==> src/rtl/uart_loader.sv <==
// Serial program loader: parses a framed packet (sync, address, count, data words) from a
// byte stream and writes each little-endian word to memory through a ready handshake.
module uart_loader #(
    parameter logic [7:0]  SYNC_BYTE = 8'hA5,
    parameter logic [31:0] MAX_WORDS = 32'd65536
) (
    input  logic        clk,
    input  logic        reset,
    input  logic [7:0]  rx_data,
    input  logic        rx_valid,
    output logic        mem_wen,
    output logic [31:0] mem_addr,
    output logic [31:0] mem_wdata,
    input  logic        mem_ready,
    output logic        busy,
    output logic        done,
    output logic        error
);

    typedef enum logic [2:0] {
        StSync,
        StAddr,
        StLen,
        StData,
        StWrite,
        StDone,
        StError
    } state_t;

    state_t      state_q, state_d;
    logic [1:0]  idx_q, idx_d;
    logic [31:0] addr_q, addr_d;
    logic [31:0] rem_q, rem_d;
    logic [31:0] wdata_q, wdata_d;
    logic        hold_valid_q, hold_valid_d;
    logic [7:0]  hold_q, hold_d;
    logic [31:0] len_full;
    logic        accept;

    always_ff @(posedge clk) begin
        if (reset) begin
            state_q      <= StSync;
            idx_q        <= 2'd0;
            addr_q       <= 32'd0;
            rem_q        <= 32'd0;
            wdata_q      <= 32'd0;
            hold_valid_q <= 1'b0;
            hold_q       <= 8'd0;
        end else begin
            state_q      <= state_d;
            idx_q        <= idx_d;
            addr_q       <= addr_d;
            rem_q        <= rem_d;
            wdata_q      <= wdata_d;
            hold_valid_q <= hold_valid_d;
            hold_q       <= hold_d;
        end
    end

    // Count as it will read once the byte now arriving is merged in.
    assign len_full = {rx_data, rem_q[23:0]};
    assign accept   = (state_q == StWrite) && mem_ready;

    always_comb begin
        state_d      = state_q;
        idx_d        = idx_q;
        addr_d       = addr_q;
        rem_d        = rem_q;
        wdata_d      = wdata_q;
        hold_valid_d = hold_valid_q;
        hold_d       = hold_q;

        unique case (state_q)
            StSync: begin
                if (rx_valid && (rx_data == SYNC_BYTE)) begin
                    state_d = StAddr;
                    idx_d   = 2'd0;
                end
            end
            StAddr: begin
                if (rx_valid) begin
                    addr_d[{idx_q, 3'b000} +: 8] = rx_data;
                    idx_d = idx_q + 2'd1;
                    if (idx_q == 2'd3) state_d = StLen;
                end
            end
            StLen: begin
                if (rx_valid) begin
                    rem_d[{idx_q, 3'b000} +: 8] = rx_data;
                    idx_d = idx_q + 2'd1;
                    if (idx_q == 2'd3) begin
                        if (len_full == 32'd0)          state_d = StDone;
                        else if (len_full > MAX_WORDS)  state_d = StError;
                        else                            state_d = StData;
                    end
                end
            end
            StData: begin
                if (rx_valid) begin
                    wdata_d[{idx_q, 3'b000} +: 8] = rx_data;
                    idx_d = idx_q + 2'd1;
                    if (idx_q == 2'd3) state_d = StWrite;
                end
            end
            StWrite: begin
                if (accept) begin
                    addr_d       = addr_q + 32'd4;
                    rem_d        = rem_q - 32'd1;
                    hold_valid_d = 1'b0;
                    if (rem_q == 32'd1) begin
                        state_d = StDone;
                    end else begin
                        state_d = StData;
                        // Bytes that arrived during the stall start the next word.
                        unique case ({hold_valid_q, rx_valid})
                            2'b00: idx_d = 2'd0;
                            2'b01: begin
                                wdata_d[7:0] = rx_data;
                                idx_d        = 2'd1;
                            end
                            2'b10: begin
                                wdata_d[7:0] = hold_q;
                                idx_d        = 2'd1;
                            end
                            default: begin
                                wdata_d[15:0] = {rx_data, hold_q};
                                idx_d         = 2'd2;
                            end
                        endcase
                    end
                end else if (rx_valid) begin
                    if (hold_valid_q) begin
                        state_d = StError;
                    end else begin
                        hold_valid_d = 1'b1;
                        hold_d       = rx_data;
                    end
                end
            end
            StDone:  state_d = StSync;
            StError: state_d = StError;
            default: state_d = StSync;
        endcase
    end

    assign mem_wen   = (state_q == StWrite);
    assign mem_addr  = addr_q;
    assign mem_wdata = wdata_q;
    assign done      = (state_q == StDone);
    assign error     = (state_q == StError);
    assign busy      = (state_q != StSync) && (state_q != StError);

endmodule

==> config.mk <==
export PLATFORM = sky130hd
export DESIGN_NAME = uart_loader
export DESIGN_NICKNAME = d
export VERILOG_FILES = /design/src/rtl/uart_loader.sv
export SDC_FILE = /design/constraint.sdc
export NUM_CORES = 1
export LEC_CHECK = 0
export CORE_MARGIN = 8
export CORE_UTILIZATION = 27
export CTS_CLUSTER_DIAMETER = 100
export DETAILED_ROUTE_END_ITERATION = 12
export HOLD_SLACK_MARGIN = 0.12
export PLACE_DENSITY = 0.54
export SLEW_MARGIN = 20
export SYNTH_ARGS = -nofsm -noshare
export SYNTH_HDL_FRONTEND = slang
export SYNTH_SLANG_ARGS = --single-unit
==> constraint.sdc <==
create_clock -name clk -period 3.05 [get_ports clk]
set_input_delay 0.61 -clock clk [delete_from_list [all_inputs] [get_ports clk]]
set_output_delay 0.61 -clock clk [all_outputs]
set_load 0.1 [all_outputs]
Word-level counts from Yosys, hierarchy flattened
Index checks and enable logic that the tools add are counted.
{"block": "word_totals", "output_inout_bits": 68, "elab_cells": 105, "input_bits": 12, "regBits": 110}
{"block": "op_classes", "reduce_logical": 24, "magnitude_cmp": 1, "bitwise": 2, "eq_ne": 26, "shifts": 2, "n_mux": 37, "add_sub_neg": 4}
{"operator": "32-bit two-way mux", "n": 4}
{"operator": "32-bit one-hot mux with 2 select lines", "n": 2}
{"operator": "32-bit bitwise mux", "n": 3}
{"operator": "16-bit two-way mux", "n": 3}
{"operator": "3-bit two-way mux", "n": 13}
{"operator": "32-bit by 3-bit adder with 32-bit output, second input constant", "n": 1}
{"operator": "32-bit by 1-bit equality test with 1-bit output, second input constant", "n": 1}
{"operator": "32-bit by 17-bit > comparator with 1-bit output, second input constant", "n": 1}
{"operator": "32-bit logical NOT", "n": 1}
{"operator": "16-bit one-hot mux with 2 select lines", "n": 1}
{"operator": "8-bit by 7-bit variable shift with 32-bit output, first input constant", "n": 1}
{"operator": "8-bit by 7-bit variable part select with 32-bit output", "n": 1}
{"operator": "32-bit by 1-bit subtractor with 32-bit output, second input constant", "n": 1}
{"operator": "2-bit != test, second input constant", "n": 10}
{"operator": "3-bit one-hot mux with 6 select lines", "n": 1}
{"operator": "8-bit one-hot mux with 2 select lines", "n": 1}
{"operator": "5-bit AND reduction", "n": 3}
{"operator": "3-bit equality test, second input constant", "n": 3}
{"operator": "9-bit AND reduction", "n": 1}
{"operator": "8-bit equality test, second input constant", "n": 1}
{"operator": "2-bit two-way mux", "n": 4}
{"operator": "8-bit two-way mux", "n": 1}
{"operator": "2-bit nonzero test", "n": 4}
{"operator": "5-bit negation with 7-bit output", "n": 1}
{"operator": "22 further kinds", "n": 33}

Longest topological paths before layout
{"block": "depth", "word_depth": 6, "mapped_depth": 9, "mapped_depth_nobuf": 7}

Worst setup path after synthesis
Ideal clock, no wire load.
{"block": "synth_timing", "kind": "register -> output", "from": "register state_q[2]", "to": "output done", "arrival_time_ns": 2.496, "path_stages_with_launch": 6, "n_path_buf": 3, "required_ns": 2.440, "path_slack_ns": -0.056, "path_cell_list": "dfxtp_1 clkbuf_1 clkbuf_1 clkbuf_1 nand2_1 nor2_1"}
{"block": "synth_between", "elab_chain_len": 1}
{"element": "start: declaration", "line_no": "30", "rtl": "state_t state_q, state_d;"}
{"element": "start signal: assignment", "line_no": "42", "rtl": "state_q <= StSync;"}
{"element": "start signal: assignment", "line_no": "50", "rtl": "state_q <= state_d;"}
{"element": "3-bit equality test", "line_no": "149", "rtl": "assign done = (state_q == StDone);"}
{"element": "end: declaration", "line_no": "16", "rtl": "output logic done,"}
Every way passes these cells.

Final worst setup path
{"block": "layout_timing", "from": "register state_q[1]", "to": "output mem_wen"}
{"block": "layout_between", "elab_chain_len": 1}
{"element": "3-bit equality test", "line_no": "146", "rtl": "assign mem_wen = (state_q == StWrite);"}
{"element": "end: declaration", "line_no": "11", "rtl": "output logic mem_wen,"}
Every way passes these cells.

==> results_dict.tcl <==
set metrics [dict create \
    multiInputGateArea_um2 4058 \
    area_growth_pct 22.18 \
    drive_gt1_share_pct 15.94 \
    drv_cap 0 \
    post_cts_sizing_count 0 \
    pre_cts_slack_ns 0.1715 \
    synth.yosys.seq_area_share_pct 33.39 \
    cts-buffers-inserted 9 \
    rr_startpoint "idx_q[0]$_SDFFE_PP0P_" \
    htree_num_levels 3 \
    critical_path_class "reg -> out" \
    timing.final.crit_period_ns 2.601 \
    post_synth_instance_area_um2 6595 \
    cts_buffer_depth 2 \
    grt_start_max_net_pins 40 \
    cts.clk_slew.worst_paths_ns 0.08 \
    insertedDiodeCount 0 \
    max_clock_freq_mhz 384.5 \
    cts_tree "built" \
    ys_ff_latch 110 \
    fin_ws_ns 0.4495 \
    io_buffer_count 79 \
    grt_usage_pct 17.40 \
    postSynthCellCount 860 \
    floorplan.initialDensity_pct 27.28 \
    drt.antenna.violating_nets 0 \
    core_region_area_um2 24180 \
    post-route-period-util_pct 85.26 \
    synth_largest_type_area_fraction_pct 33.39 \
    yosys-top-cells-area "dfxtp_1 (33%), a21oi_1 (6.4%), nand2_1 (4.8%)" \
    synth_enable_flop_cells 0 \
    end_kind "output port" \
    floorplan_die_height_um 172.3 \
    synth_area_per_cell_um2 7.669 \
    tightest_slew_ns 1.021 \
    layout.cells.most_common_list "buf_4 (118), dfxtp_1 (110), nand2_1 (84), a21oi_1 (84), nor2_1 (68)" \
    floorplan.rows 57 \
    max_slew_margin_pct 31.92 \
    post-route-util_pct 33.33 \
    setup_tns_ns 0 \
    post-cts-setup-buffers 0 \
    synthesis.nets 883 \
    synth.yosys.warnings 0 \
    peakVddDrop_mv 0.3254 \
    setup_viol 0 \
    io-pin-count 80 \
    synth_cell_types 70 \
    critPathRequiredTime_ns 2.44 \
    hpwlAfterDp_mm 18.46 \
    firstDrtPassIters 5 \
    finClkSkew_ns 0.009403 \
    asyncSetResetFlopFracSynth_pct 0 \
    fillCellCount 2585 \
    rsz0062_at_grt "no" \
    holdBufCountCts 0 \
    critPathArrivalTime_ns 1.99 \
    power.density_cell_area_nw_per_um2 411.9 \
    cp_max_fo 15 \
    first_global_vias 6861 \
    die_w_um 172.3 \
    final.hold.worst_slack_ns 0.4545 \
    totalWireLength_mm 26.06 \
    hold_viol_final 0 \
    grt_antenna_before_repair 0 \
    clock_tree.root_cell "clkbuf_16" \
    run_status "finished, final reports clean" \
    fp.dieArea_um2 29680 \
    tritoncts_num_sinks 110 \
    tot_pwr_mw 3.319 \
    synth_area_leader_cell "dfxtp_1" \
    mostFrequentLayoutCell "buf_4" \
    routed-via-count 7280 \
    clkLatencyLatePin_ns 0.36 \
    route.detailed.vias_per_inst 5.782 \
    fin_nets 955 \
    area.sequential_um2 2202 \
    yosys_most_used_dff "dfxtp_1" \
    worst_min_path_start "mem_wdata[30]$_SDFFE_PP0P_" \
    p_leak_nw 2.997 \
    cp-start-kind "flop" \
    routabilityCongestion 0.8680 \
    drc 0 \
    startpoint "state_q[1]$_SDFFE_PP0P_" \
    drt-initial-drc-count 585 \
    first_pass_grt_wire_length_mm 40.23 \
    wl_cell_um 20.70 \
    overflow 0 \
    report.final.slew_viol_count 0 \
    hp-class "reg -> reg" \
]
logic make-up (layout without fill, tap and decap cells):
kind of cell | count (synthesis) | in the layout | share of synthesized area (%)
AOI/OAI and AO/OA | 265 | 265 | 26.60
buffers and inverters | 90 | 165 | 5.217
DFF | 110 | 110 | 33.39
xor gates and xnor gates | 5 | 5 | 0.6640
adders and majority gates | 11 | 11 | 2.087
muxes | 19 | 19 | 2.922
and+or+nand+nor | 360 | 360 | 29.12
report_power, final:
part | internal, mW | switching (mW) | total [mW]
combinational | 0.175 | 0.380 | 0.555
clock | 0.714 | 0.587 | 1.30
sequential | 1.45 | 0.0166 | 1.46
total | 2.34 | 0.984 | 3.32
final cells by class:
type	count	area share [%]
Inverter	21	0.9783
Timing Repair Buffer	130	12.55
Clock inverter	4	0.9161
Tap cell	324	5.031
Clock buffer	10	2.842
Sequential cell	110	27.33
Multi-Input combinational cell	660	50.36
cell usage after synthesis, types with 4 or more instances:
cell type,number
a22o_1,5
a21o_1,10
o311ai_0,4
a211oi_1,9
xnor2_1,4
nor3_1,22
o31a_1,5
clkbuf_1,60
ha_1,11
inv_1,20
buf_1,4
nand4_1,30
a22oi_1,21
o22ai_1,9
nor4_1,18
or3_1,18
a21oi_1,84
o21ai_0,38
nand2b_1,5
mux2i_1,17
and2_1,8
and4_1,7
nor4b_1,4
nor2_1,69
nor3b_1,4
nand3_1,35
a31oi_1,15
nand3b_1,4
dfxtp_1,110
a311oi_1,6
o31ai_1,13
nand4b_1,11
or4_1,10
o211ai_1,9
o2bb2ai_1,4
nand2_1,84
and3_1,12
o32ai_1,5
nor2b_1,4
buf_2,5
state kept, by name, summed over array words and instances (netlist names):
name,flops
hold_q,8
rem_q,32
hold_valid_q,1
state_q,3
mem_addr,32
mem_wdata,32
idx_q,2
stage by stage:
stage / instance area (µm²) / std cells
final: 8058 / 1259
after floorplan: 6598 / 860
after global placement: 7755 / 1245
after global routing: 8058 / 1259
after detailed placement: 7755 / 1245
after CTS: 8058 / 1259
worst paths after layout:
path | to | slack [ns] | cells past startpoint
max | mem_wen | 0.45 | 4
min | mem_wdata[30]$_SDFFE_PP0P_ | 0.45 | 2
max reg2reg | mem_addr[20]$_SDFFE_PP0P_ | 0.51 | 8
min reg2reg | mem_wdata[30]$_SDFFE_PP0P_ | 0.45 | 2
critical path, cell delays in order, from the launching register on:
cell and delay, ns:
dfxtp_1 0.31, or3b_2 0.55, clkinv_1 0.24, buf_4 0.30
buf_12 0.21
per-layer routing:
metal / routed length (µm) / vias up / track usage [%]
li1: - / 3407 / -
met2: 11740 / 303 / 27.23
met3: 1634 / 56 / 3.059
met4: 757 / 0 / 6.972
met5: 0 / - / 0
met1: 11930 / 3514 / 23.35
Power figures use the tool's default switching activity.
